$ cat config.mk
export PLATFORM = sky130hd
export DESIGN_NAME = coincidence_counter
export DESIGN_NICKNAME = d
export VERILOG_FILES = /design/src/rtl/coincidence_counter_pkg.sv /design/src/rtl/coincidence_counter_popcount.sv /design/src/rtl/coincidence_counter.sv
export SDC_FILE = /design/constraint.sdc
export NUM_CORES = 1
export LEC_CHECK = 0
export BUFFER_PORTS_ARGS = -buffer_cell sky130_fd_sc_hd__buf_2
export CAP_MARGIN = 20
export CORE_MARGIN = 4
export CORE_UTILIZATION = 55
export CTS_CLUSTER_SIZE = 28
export DETAILED_ROUTE_END_ITERATION = 8
export PLACE_DENSITY = 0.88
export SLEW_MARGIN = 25
export SYNTH_ARGS = -nofsm -noshare
export SYNTH_HDL_FRONTEND = slang
export SYNTH_SLANG_ARGS = --single-unit
$ cat constraint.sdc
create_clock -name clk -period 3.3 [get_ports clk]
set_input_delay 0.66 -clock clk [delete_from_list [all_inputs] [get_ports clk]]
set_output_delay 0.66 -clock clk [all_outputs]
set_load 0.01 [all_outputs]
$ cat src/rtl/coincidence_counter_pkg.sv
// Shared types for the coincidence counter: edge-class codes, gate FSM
// states and the popcount-to-class mapping.
package coincidence_counter_pkg;

    localparam logic [1:0] CLS_NONE   = 2'd0;
    localparam logic [1:0] CLS_SINGLE = 2'd1;
    localparam logic [1:0] CLS_MULTI  = 2'd2;
    localparam logic [1:0] CLS_COINC  = 2'd3;

    typedef enum logic {
        IDLE = 1'b0,
        GATE = 1'b1
    } state_e;

    function automatic logic [1:0] classify(input int p, input int thresh);
        logic [1:0] c;
        if (p == 0)           c = CLS_NONE;
        else if (p == 1)      c = CLS_SINGLE;
        else if (p < thresh)  c = CLS_MULTI;
        else                  c = CLS_COINC;
        return c;
    endfunction

endpackage

$ cat src/rtl/coincidence_counter_popcount.sv
// Combinational population count of an N-bit vector.
module popcount_n #(
    parameter int N = 6,
    localparam int W = $clog2(N + 1)
) (
    input  logic [N-1:0] bits_i,
    output logic [W-1:0] cnt_o
);

    always_comb begin
        cnt_o = '0;
        for (int i = 0; i < N; i++) begin
            cnt_o = cnt_o + W'(bits_i[i]);
        end
    end

endmodule

$ cat src/rtl/coincidence_counter.sv
// Synchronises detector channels, classifies per-cycle rising-edge patterns
// and counts coincidences over back-to-back gate windows.
module coincidence_counter
    import coincidence_counter_pkg::*;
#(
    parameter int N_CH        = 6,
    parameter int THRESH      = 5,
    parameter int GATE_CYCLES = 16,
    parameter int CNT_W       = 8
) (
    input  logic             clk,
    input  logic             rst_n,
    input  logic             en,
    input  logic             clear,
    input  logic [N_CH-1:0]  ch,
    output logic [1:0]       cls,
    output logic             coinc_pulse,
    output logic [CNT_W-1:0] count,
    output logic             count_valid,
    output logic             overflow
);

    localparam int PW = $clog2(N_CH + 1);
    localparam int TW = $clog2(GATE_CYCLES);
    localparam logic [TW-1:0]    T_LAST  = TW'(GATE_CYCLES - 1);
    localparam logic [CNT_W-1:0] CNT_MAX = '1;
    localparam logic [PW-1:0]    TH      = PW'(THRESH);

    logic [N_CH-1:0]  s1_q, s2_q, s3_q;
    logic [N_CH-1:0]  rise;
    logic [PW-1:0]    p;
    logic [1:0]       cls_q;
    logic             coinc_q;
    state_e           state_q;
    logic [TW-1:0]    timer_q;
    logic [CNT_W-1:0] acc_q, acc_d;
    logic [CNT_W-1:0] count_q;
    logic             valid_q;
    logic             ovf_q;
    logic             ovf_hit;

    assign rise = s2_q & ~s3_q;

    popcount_n #(.N(N_CH)) u_pop (
        .bits_i (rise),
        .cnt_o  (p)
    );

    always_ff @(posedge clk or negedge rst_n) begin
        if (!rst_n) begin
            s1_q    <= '0;
            s2_q    <= '0;
            s3_q    <= '0;
            cls_q   <= CLS_NONE;
            coinc_q <= 1'b0;
        end else begin
            s1_q    <= ch;
            s2_q    <= s1_q;
            s3_q    <= s2_q;
            cls_q   <= classify(32'(p), THRESH);
            coinc_q <= (p >= TH);
        end
    end

    // Saturating accumulate; an increment attempted at the ceiling is sticky.
    assign ovf_hit = coinc_q && (acc_q == CNT_MAX);
    assign acc_d   = (coinc_q && !ovf_hit) ? acc_q + CNT_W'(1) : acc_q;

    always_ff @(posedge clk or negedge rst_n) begin
        if (!rst_n) begin
            state_q <= IDLE;
            timer_q <= '0;
            acc_q   <= '0;
            count_q <= '0;
            valid_q <= 1'b0;
            ovf_q   <= 1'b0;
        end else if (clear) begin
            state_q <= IDLE;
            timer_q <= T_LAST;
            acc_q   <= '0;
            count_q <= '0;
            valid_q <= 1'b0;
            ovf_q   <= 1'b0;
        end else begin
            valid_q <= 1'b0;
            unique case (state_q)
                IDLE: begin
                    if (en) begin
                        state_q <= GATE;
                        timer_q <= T_LAST;
                        acc_q   <= '0;
                    end
                end
                GATE: begin
                    if (ovf_hit) ovf_q <= 1'b1;
                    if (timer_q == '0) begin
                        count_q <= acc_d;
                        valid_q <= 1'b1;
                        acc_q   <= '0;
                        timer_q <= T_LAST;
                        if (!en) state_q <= IDLE;
                    end else if (!en) begin
                        state_q <= IDLE;
                        acc_q   <= '0;
                    end else begin
                        acc_q   <= acc_d;
                        timer_q <= timer_q - TW'(1);
                    end
                end
                default: state_q <= IDLE;
            endcase
        end
    end

    assign cls         = cls_q;
    assign coinc_pulse = coinc_q;
    assign count       = count_q;
    assign count_valid = valid_q;
    assign overflow    = ovf_q;

endmodule

* Yosys cells after proc, flatten, opt, wreduce, memory -nomap -nowiden *
Index checks and enable logic that the tools add are counted.
W data, S select, Z words.

word-level totals
  logic and storage cells = 63
  flip-flop bits (word level) = 44
  input bits = 10

operators by class
  bitwise logic cells = 3
  multiplexer cells = 25
  reductions and logical operators = 11
  $add $sub $neg = 7
  eq/ne operators = 4
  magnitude comparators = 2

operator list
  operator               count
  $mux W8                8
  $mux W4                4
  $pmux W8 S2            1
  $add A3 B1 Y3          4
  $mux W1                9
  $add A8 B1 Y8 const B  1
  $eq A8 B8 Y1 const B   1
  $pmux W4 S2            1
  $and A6 B6 Y6          1
  $not A6 Y6             1
  $reduce_and A2 Y1      3
  $reduce_bool A2 Y1     3
  $logic_not A4 Y1       1
  $mux W2                2
  $ne A4 B3 Y1 const B   1
  $sub A4 B1 Y4 const B  1
  $eq A3 B2 Y1 const B   1
  $ge A3 B3 Y1 const B   1
  $logic_not A3 Y1       1
  $lt A3 B3 Y1 const B   1
  $ne A3 B3 Y1 const B   1
  $add A1 B1 Y2          1
  $logic_and A1 B1 Y1    2
  $logic_not A1 Y1       1
  $not A1 Y1             1

* Logic depth before layout (Yosys ltp) *
  depth after elaboration = 11
  depth in mapped cells = 9

* Cells and area by module *
From an unflattened synthesis, not the netlist that was laid out.

second synthesis, totals
  cells, all modules = 169
  area, all modules = 1915.6 um2

modules (own cells, without submodules)
  module               cells an instance  area an instance (um2)  instances
  coincidence_counter  157                1813.0                  1
  popcount_n           12                 102.6                   1

* Worst setup path after synthesis *
OpenSTA, ideal clock, no wires.

  path kind = register to register
  start point = reg s2_q[0]
  end point = reg cls_q[1] (netlist: cls[1])
  setup slack = 0.642 ns
  stages on the path, launching flop included = 9
  library setup time = 0.127 ns
  buffers on the path = 0
  arrival = 2.530 ns
  cell sequence = dfrtp_1 -> nor2b_1 -> ha_1 -> fa_1 -> inv_1 -> fa_1 -> inv_1 -> fa_1 -> or2_2

on the way
  word-level cells in the longest chain between the ends = 9
  elaborated cells on any way between the ends = 10

ends and longest elaborated chain
  what                             line                                source
  from (decl)                      coincidence_counter.sv:29           logic [N_CH-1:0] s1_q, s2_q, s3_q;
  from (signal assigned)           coincidence_counter.sv:58           s2_q <= s1_q;
  $and A6 B6 Y6 (*)                coincidence_counter.sv:42           assign rise = s2_q & ~s3_q;
  $add A1 B1 Y2 (*)                coincidence_counter_popcount.sv:13  cnt_o = cnt_o + W'(bits_i[i]);
  $add A3 B1 Y3 (*) (4 in series)  coincidence_counter_popcount.sv:13
  $eq A3 B2 Y1                     coincidence_counter_pkg.sv:18       else if (p == 1) c = CLS_SINGLE;
  $mux W2                          coincidence_counter_pkg.sv:18
  $mux W2 (*)                      coincidence_counter_pkg.sv:17       if (p == 0) c = CLS_NONE;
  to (signal assigned)             coincidence_counter.sv:60           cls_q <= classify(32'(p), THRESH);
  to (decl)                        coincidence_counter.sv:32           logic [1:0] cls_q;

Mark *: on every way between the ends. The rest lies on a longest branch, timed or not.
A chain may end at the register's enable or synchronous reset.

* Worst setup path after layout *
Same ends and word-level chain as after synthesis.

==> results by group <==
Logic synthesis
  • Netlist cell types: 41
  • Synthesis Warnings: 0
  • Syn Nets: 183
  • Seq/Total Area, Yosys: 0.577
  • Ys async rst share: 1.00
  • Post-synth top flop: dfrtp_1
  • #FFs+latches synth: 44
  • Post-Syn Area: 0.00191 mm^2
  • Synthesized instance count: 167
  • Post-synth EDFFs: 0
  • Syn Area/Cell: 11.4 um^2

Clocking
  • CTS clk-pin slew, worst paths: 130 ps
  • Hold bufs inserted after CTS: 0
  • Post-CTS Resized: 0
  • Clk sinks: 44
  • CTS Buf Count: 5
  • Clk_lat worst skew: 370 ps
  • CTS Root Cell: clkbuf_4
  • # Post-CTS Setup Buffers: 0
  • Deepest clock path buffer count: 2
  • H-tree levels: 2
  • CTS tree: done

Min path
  • Worst hold path type: input pin to asynchronous set/reset pin

Global routing
  • Antenna violations before repair: 0
  • Vias in the first global route: 1171
  • Largest net degree at the start of global routing: 45
  • GR Util All Layers: 0.163
  • First-pass GRT wire length: 5260 um
  • Total global routing overflow: 0

Setup path
  • Reg-to-reg endpoint: cls[1]
  • Crit path from: s2_q[0]
  • CP Capture Type: register
  • Worst path buffer plus inverter count: 2
  • Reg2reg start: s2_q[0]
  • CP most frequent cell: fa_1
  • Number of cells on the critical path: 8
  • Startpoint Class: register
  • CP peak stage delay: 540 ps
  • Crit Path Class: register to register
  • Depth of the worst register-to-register path: 8
  • Crit path cell chain: nor2b_1, ha_1, fa_1, inv_1, fa_1, inv_1, fa_1, or2_2
  • Critical Path AT: 3030 ps
  • R2R Setup Slk: 530 ps
  • CP max-delay cell: fa_1
  • Crit path max-delay family: adder cells
  • Max Fanout on Critical Path: 4
  • CP required: 3560 ps

Floorplan
  • Ports: 23
  • Starting density of the core: 0.571
  • Row cnt: 21
  • Die Width: 66.9 um
  • Die area: 0.00447 mm^2
  • Core area: 0.00334 mm^2
  • Height of the chip: 66.9 um

Timing
  • Worst slew pin tran: 729 ps
  • Fin worst setup slack: 534 ps
  • Final Skew: 7.62 ps
  • Setup TNS: 0 ps
  • Worst slew margin: 0.514
  • Fin. max-slew vios: 0
  • RSZ-0062 raised after global routing: false
  • Final setup fails: 0
  • Period utilization: 0.838
  • F_max: 362 MHz
  • Period minus WS final: 2770 ps
  • Final hold violation count: 0
  • Worst hold slack: 247 ps

Power
  • Leak Pwr: 0.986 nW
  • Max IR drop VDD: 301 uV
  • Power Density: 464 mW/mm^2

Cells and area
  • Post-Layout Inst Area: 0.00211 mm^2
  • # nets final: 207
  • Area delta synth->final: 10.8%
  • # fillers: 285
  • Layout cells sized above 1: 0.208
  • Antenna diodes: 0

Drt
  • Drt pass-1 iters: 5
  • DR vias: 1270
  • Vias per Instance: 5.34
  • Number of routed nets with antenna violations: 0
  • Remaining DRCs: 0
  • WL/cell: 12.9 um
  • DRT Wirelength: 3060 um
  • Initial DRC count: 62

Placed design
  • Detail Placement HPWL: 2140 um
  • Final Wtd Congestion: 0.850
  • Setup Slack @ Placement: 543 ps
  • Placed cell areas: 0.00203 mm^2
  • Port Buffer Count: 22

Run status
  • Status: finished clean

Job
  • Max Cap Violations: 0
logic make-up after synthesis:
family / share of synthesized area
fa+ha+maj: 0.0512
mux: 0.0105
flops: 0.577
compound gates: 0.143
buf+inv: 0.0512
simple gates: 0.153
xor+xnor: 0.0138
where the power goes:
part / total [mW] / switching [mW] / internal [mW]
combinational: 0.0708 / 0.0428 / 0.0280
clock: 0.341 / 0.179 / 0.162
sequential: 0.568 / 0.00896 / 0.559
total: 0.980 / 0.231 / 0.749
sequential cells by signal (all words and copies together) (netlist names):
name         flops
count_valid      1
state_q          1
coinc_pulse      1
s1_q             6
timer_q          4
s3_q             6
s2_q             6
count            8
cls              2
acc_q            8
overflow         1
per-layer routing:
| layer | vias up | routed length (um) | track usage |
|---|---|---|---|
| met5 | - | 0 | 0 |
| met4 | 0 | 80 | 0.0987 |
| met3 | 8 | 170 | 0.0405 |
| met2 | 29 | 1390 | 0.243 |
| met1 | 607 | 1430 | 0.213 |
| li1 | 626 | - | - |
synthesized netlist by cell type, types with 3 or more instances:
cell type	count	area (um^2)
o21ai_0	6	30.0
nor3_1	3	15.0
nand2b_1	5	31.3
ha_1	3	37.5
o211ai_1	4	30.0
o21ai_1	9	45.0
nor2_1	3	11.3
a21oi_1	9	45.0
dfrtp_1	44	1100
inv_1	12	45.0
nand2_1	13	48.8
nor2b_1	5	31.3
xnor2_1	3	26.3
o21a_1	3	22.5
buf_6	3	33.8
fa_1	3	60.1
nand3_1	8	40.0
layout by cell type (no fill, tap or decap), types with 4 or more instances in the layout:
cell / synthesis / routed
clkbuf_4: 0 / 5
a21oi_1: 9 / 9
nand2b_1: 5 / 5
dfrtp_1: 44 / 44
nor2b_1: 5 / 5
o211ai_1: 4 / 4
nand2_1: 13 / 13
o21ai_0: 6 / 6
o21ai_1: 9 / 9
nand3_1: 8 / 8
buf_2: 0 / 21
inv_1: 12 / 12
area by class of cell:
| cell class | instances | area, um^2 | share of cell area |
|---|---|---|---|
| timing repair buffer | 22 | 113 | 0.0533 |
| multi-input combinational | 105 | 708 | 0.335 |
| inverter | 13 | 48.8 | 0.0231 |
| tap | 46 | 57.6 | 0.0272 |
| clock inverter | 3 | 47.5 | 0.0225 |
| sequential | 44 | 1100 | 0.521 |
| clock buffer | 5 | 37.5 | 0.0178 |
stage by stage:
stage | power (mW) | cells | util
4_1_cts | 0.989 | 238 | 0.633
3_5_place_dp | 0.651 | 230 | 0.607
2_1_floorplan | 0.621 | 167 | -
5_1_grt | 1.03 | 238 | 0.633
3_3_place_gp | 0.646 | 230 | 0.607
6_report | 0.980 | 238 | 0.633
worst max path at each step:
stage,to,slack [ps]
final,cls[1],530
after global routing,cls[1],400
after CTS,cls[1],530
after detailed placement,cls[1],540
after global placement,cls[1],620
after floorplan,cls[1],640
No activity file was read; power rests on OpenSTA's default activity.
